[config.mk]
export PLATFORM = sky130hd
export DESIGN_NAME = floppy_stepper
export DESIGN_NICKNAME = d
export VERILOG_FILES = /design/src/rtl/floppy_stepper.sv
export SDC_FILE = /design/constraint.sdc
export NUM_CORES = 1
export LEC_CHECK = 0
export ABC_AREA = 1
export CORE_MARGIN = 5
export CORE_UTILIZATION = 39
export CTS_BUF_LIST = sky130_fd_sc_hd__clkbuf_4 sky130_fd_sc_hd__clkbuf_8
export DETAILED_ROUTE_END_ITERATION = 6
export GPL_TIMING_DRIVEN = 0
export SLEW_MARGIN = 20
export SYNTH_ARGS = -nofsm -noshare
export SYNTH_HDL_FRONTEND = slang
export SYNTH_SLANG_ARGS = --single-unit
export TNS_END_PERCENT = 10
[constraint.sdc]
create_clock -name clk -period 3.1 [get_ports clk]
set_input_delay 0.31 -clock clk [delete_from_list [all_inputs] [get_ports clk]]
set_output_delay 0.31 -clock clk [all_outputs]
set_load 0.01 [all_outputs]
[src/rtl/floppy_stepper.sv]
// STEP/DIR driver for one floppy drive: homes the head to track 0, then sweeps
// it back and forth at the half-period given by the note setpoint.
module floppy_stepper #(
  parameter int unsigned TRACKS    = 80,
  parameter logic [21:0] HOME_HALF = 22'd100000,
  parameter logic [21:0] SILENT    = 22'h3fffff
) (
  input  logic        clk,
  input  logic        rst_n,
  input  logic        enable,
  input  logic [21:0] setpoint,
  output logic        step_n,
  output logic        dir,
  output logic        busy,
  output logic [6:0]  position
);

  localparam int unsigned HCW        = $clog2(TRACKS + 1);
  localparam logic [6:0]  LAST_TRACK = 7'(TRACKS - 1);
  localparam logic [HCW-1:0] HOME_STEPS = HCW'(TRACKS);
  localparam logic [HCW-1:0] HOME_ONE   = HCW'(1);

  typedef enum logic [1:0] {
    ST_HOME = 2'd0,
    ST_IDLE = 2'd1,
    ST_PLAY = 2'd2
  } state_e;

  state_e          state_q;
  logic [21:0]     cnt_q;
  logic            step_n_q;
  logic            dir_q;
  logic            busy_q;
  logic [6:0]      pos_q;
  logic [HCW-1:0]  homed_q;

  logic [21:0]     half_s;
  logic            toggle_s;
  logic            note_ok_s;
  logic [6:0]      pos_adv_s;
  logic            dir_adv_s;

  // Half-period select, toggle compare and the play-mode head advance.
  // The >= compare lets a shortened setpoint take effect on the next cycle.
  always_comb begin
    half_s    = (state_q == ST_PLAY) ? setpoint : HOME_HALF;
    toggle_s  = (cnt_q >= (half_s - 22'd1));
    note_ok_s = enable && (setpoint != SILENT) && (setpoint != 22'd0);
    pos_adv_s = pos_q;
    dir_adv_s = dir_q;
    if (dir_q) begin
      if (pos_q < LAST_TRACK) begin
        pos_adv_s = pos_q + 7'd1;
        dir_adv_s = ((pos_q + 7'd1) != LAST_TRACK);
      end else begin
        pos_adv_s = pos_q;
        dir_adv_s = 1'b0;
      end
    end else begin
      if (pos_q > 7'd0) begin
        pos_adv_s = pos_q - 7'd1;
        dir_adv_s = ((pos_q - 7'd1) == 7'd0);
      end else begin
        pos_adv_s = pos_q;
        dir_adv_s = 1'b1;
      end
    end
  end

  // Stepper state machine with all outputs registered.
  always_ff @(posedge clk or negedge rst_n) begin
    if (!rst_n) begin
      state_q  <= ST_HOME;
      cnt_q    <= 22'd0;
      step_n_q <= 1'b1;
      dir_q    <= 1'b0;
      busy_q   <= 1'b1;
      pos_q    <= LAST_TRACK;
      homed_q  <= '0;
    end else begin
      case (state_q)
        ST_HOME: begin
          dir_q  <= 1'b0;
          busy_q <= 1'b1;
          if (toggle_s) begin
            cnt_q <= 22'd0;
            if (step_n_q && (homed_q == HOME_STEPS)) begin
              state_q <= ST_IDLE;
              busy_q  <= 1'b0;
              dir_q   <= 1'b1;
              pos_q   <= 7'd0;
            end else begin
              step_n_q <= ~step_n_q;
              if (!step_n_q) begin
                homed_q <= homed_q + HOME_ONE;
                pos_q   <= (pos_q == 7'd0) ? 7'd0 : (pos_q - 7'd1);
              end else begin
                homed_q <= homed_q;
              end
            end
          end else begin
            cnt_q <= cnt_q + 22'd1;
          end
        end

        ST_IDLE: begin
          step_n_q <= 1'b1;
          cnt_q    <= 22'd0;
          busy_q   <= 1'b0;
          if (note_ok_s) begin
            state_q <= ST_PLAY;
          end else begin
            state_q <= ST_IDLE;
          end
        end

        ST_PLAY: begin
          busy_q <= 1'b0;
          // A stop during a low phase still finishes the step so the drive sees a full pulse.
          if (!note_ok_s) begin
            state_q  <= ST_IDLE;
            cnt_q    <= 22'd0;
            step_n_q <= 1'b1;
            if (!step_n_q) begin
              pos_q <= pos_adv_s;
              dir_q <= dir_adv_s;
            end else begin
              pos_q <= pos_q;
            end
          end else if (toggle_s) begin
            cnt_q    <= 22'd0;
            step_n_q <= ~step_n_q;
            if (!step_n_q) begin
              pos_q <= pos_adv_s;
              dir_q <= dir_adv_s;
            end else begin
              pos_q <= pos_q;
            end
          end else begin
            cnt_q <= cnt_q + 22'd1;
          end
        end

        default: begin
          state_q  <= ST_HOME;
          cnt_q    <= 22'd0;
          step_n_q <= 1'b1;
          dir_q    <= 1'b0;
          busy_q   <= 1'b1;
          homed_q  <= '0;
        end
      endcase
    end
  end

  assign step_n   = step_n_q;
  assign dir      = dir_q;
  assign busy     = busy_q;
  assign position = pos_q;

endmodule

==> flow_summary_export.csv <==
group,metric,value,unit
status,status,"finished with violations",
status,failed_checks,"negative setup slack",
setup_path,rrSetupSlack,-0.24,ns
power_and_ir_drop,p_sw,224,uW
clock_network,cts-root-buf,"clkbuf_8",
routing,drt-initial-drc-count,138,
logic_synthesis,synthTopCellsByCount,"182 x nand2_1, 88 x nor2_1, 51 x inv_1",
logic_synthesis,synth_area,3980,sq um
sta,clock_skew,0.00779,ns
global_route,grt_pass1_wl,18.0,mm
power_and_ir_drop,p_int,769,uW
sta,max_freq,0.300,GHz
clock_network,path_clk_slew,0.08,ns
placed_design,gp_congestion,0.846,
sta,hold_viol_final,0,
power_and_ir_drop,seqPwrFrac,53.9,%
clock_network,cts_buffers,5,
placed_design,numPortBuffers,34,
global_route,track_usage,17.1,%
logic_synthesis,yosysTopAreaCell,"dfrtp_1",
sta,whs,0.412,ns
placed_design,hpwl,7.90,mm
setup_path,critical_path_arrival,3.53,ns
placed_design,dp_cells,760,
global_route,first_global_vias,3932,
logic_synthesis,ys_seq_area_share,26.0,%
routing,wl,10.3,mm
finish,drive_gt1_share,19.8,%
logic_synthesis,ys_warn_count,0,
logic_synthesis,ys.flop_type,"dfrtp_1",
floorplan,die-height,111,um
sta,slew_violations,0,
global_route,grt.overflow.total,0,
power_and_ir_drop,combinationalPowerShare,7.1,%
placed_design,pre_cts_ws,-0.511,ns
logic_synthesis,avgSynthCellArea,6.72,sq um
clock_network,cts.path.max_buffers,2,
sta,finalCriticalPeriod,3.34,ns
setup_path,rr_worst_depth,26,
routing,dr.pass1.iters,6,
power_and_ir_drop,ir_drop,0.176,mV
routing,antenna_left,0,
finish,final_nets,718,
power_and_ir_drop,p_per_area,195,nW/um^2
finish,multiInputGateArea,2890,sq um
setup_path,timing_worst_setup_path_type,"register to register",
sta,slew_headroom,72.8,%
sta,setup_violations,41,
clock_network,cts_tree,"done",
global_route,antenna_found_initial,0,
setup_path,endpoint_kind,"register",
clock_network,clock_latency,0.30,ns
power_and_ir_drop,power_frac_clock,39.0,%
global_route,grt_util_met1,21.8,%
logic_synthesis,synth.most_common_cell,"nand2_1",
finish,final_cells,793,
global_route,grt_busiest_layer,"met2",
floorplan,core,9860,sq um
clock_network,h-tree-depth,2,
setup_path,setup.worst_path.start_class,"register",
routing,num_vias,3911,
logic_synthesis,synth_edf_count,0,
setup_path,reg2reg_from,"state_q[1]",
logic_synthesis,synthCells,592,
finish,area.growth.synth_to_final,27.8,%
global_route,use_met3,2.51,%
clock_network,cts.sinks,41,
global_route,grt_start_max_net_pins,32,
sta,tightest_slew,0.407,ns
finish,antenna_cells,0,
logic_synthesis,yosysUniqueCellTypes,42,
finish,final-seq-area,1030,sq um
logic_synthesis,ys_ff_latch,41,
sta,timing.final.crit_share,108,%
setup_path,worstPathRequired,3.29,ns
sta,tns,-7.78,ns
logic_synthesis,syn_nets,651,
logic_synthesis,async_reset_ff_share,100,%
worst_hold_path,hp-class,"primary input to asynchronous set/reset pin",
routing,detail_route.wl_per_cell,13.0,um
sta,rsz0062_at_grt,"true",
power_and_ir_drop,swShare,22.6,%
global_route,met2_usage,30.9,%
routing,viasPerCell,4.93,
finish,num-fill-cells,967,
power_and_ir_drop,p_leak,0.00236,uW
floorplan,start_util,40.3,%
floorplan,rows,36,
floorplan,io_pins,35,
sta,layout_setup_ws,-0.238,ns
routing,post-route-drc-count,0,
logic_synthesis,ys_top_cells_by_area,"dfrtp_1 21%, nand2_1 17%, ha_1 11%",
logic_synthesis,synth_top_area_share,21.4,%
floorplan,die_x,111,um
setup_path,cp_max_fo,7,
setup_path,reg2reg_to,"position[4]",
flow_run,drv_cap,0,
floorplan,dieArea,12300,sq um
[power by group through the flow]
stage	Sequential, uW	Combinational (uW)	Clock [uW]
6_report	535	70.9	387
5_1_grt	535	77.6	428
4_1_cts	535	70.6	403
3_5_place_dp	545	68.4	0
3_3_place_gp	545	65.3	0
2_1_floorplan	545	10.6	0
[flip-flops by register name, summed over array words and instances (netlist names)]
signal / cells
busy: 1
cnt_q: 22
dir: 1
homed_q: 7
position: 7
state_q: 2
step_n: 1
[how the worst max path moves through the flow]
stage / to / from / depth (start not counted)
finish: position[4] / state_q[1] / 26
global route: homed_q[5] / state_q[0] / 21
CTS: homed_q[6] / state_q[1] / 24
detailed placement: homed_q[5] / state_q[0] / 26
global placement: homed_q[0] / state_q[0] / 25
floorplan: homed_q[5] / state_q[0] / 27
[metrics by stage]
stage / cell area [sq um] / util [%] / power (uW)
after floorplan: 4050 / - / 556
after global placement: 4550 / 46.1 / 610
after detailed placement: 4570 / 46.3 / 613
after CTS: 4860 / 49.3 / 1010
after global routing: 5080 / 51.5 / 1040
final: 5080 / 51.5 / 993
[kinds of logic after synthesis]
family / Yosys count / synth area share, %
simple gates: 368 / 41.3
compound gates: 43 / 6.17
buf+inv: 68 / 7.46
fa+ha+maj: 34 / 10.7
flops: 41 / 26.0
xor+xnor: 38 / 8.37
[critical path, cell delays in order, from the launching register on]
cell	delay [ns]
dfrtp_1	0.42
ha_4	0.21
buf_8	0.14
nand2_8	0.05
ha_4	0.15
nand3_4	0.06
inv_2	0.07
nand3_4	0.07
nor2_4	0.17
inv_2	0.07
buf_6	0.12
nor2_4	0.13
nand2_1	0.06
nand2_1	0.07
nand2_2	0.09
ha_4	0.25
nand2_4	0.08
inv_2	0.03
nand2_1	0.05
nand2_1	0.06
a21oi_2	0.15
nand3_2	0.12
nor2_4	0.20
nand2_4	0.13
buf_8	0.16
nand3_1	0.07
nand2_1	0.05
[cell type report]
cell class / count / share of cell area, %
timing repair buffer: 61 / 11.4
buffer: 9 / 1.82
sequential: 41 / 20.4
inverter: 58 / 4.33
clock buffer: 8 / 1.92
multi-input combinational: 483 / 56.9
tap: 133 / 3.27
[metal layers]
| metal | up-vias | share of wire (%) |
|---|---|---|
| met1 | 1816 | 47 |
| met4 | 0 | 1.4 |
| met5 | - | 0 |
| met2 | 47 | 49 |
| li1 | 2038 | - |
| met3 | 10 | 2.0 |
[placed cells by master (no fill, tap or decap), types with 4 or more instances in the layout]
cell type / count
nor3_2: 5
inv_2: 9
o21ai_2: 4
nor2_2: 7
nand4_1: 14
buf_6: 7
o21ai_0: 6
dfrtp_1: 34
dfstp_2: 7
a21oi_2: 5
or2_2: 4
ha_1: 31
clkbuf_8: 6
clkdlybuf4s50_1: 33
a21oi_1: 11
nor2_4: 7
nand3_1: 31
xnor2_1: 13
nor4_1: 4
nor3_1: 6
nand2_4: 7
buf_4: 22
o21ai_1: 7
xor2_1: 24
inv_1: 48
nor2_1: 86
nand2_1: 165
nand2_2: 16
[repair_timing]
action,in CTS,in global routing
setup endpoints to repair,41,41
setup buffers,15,8
pin swaps,13,21
hold buffers,1,0
gates resized for setup,17,37
hold endpoints to repair,10,0
gates cloned,1,1
Power figures use the tool's default switching activity.
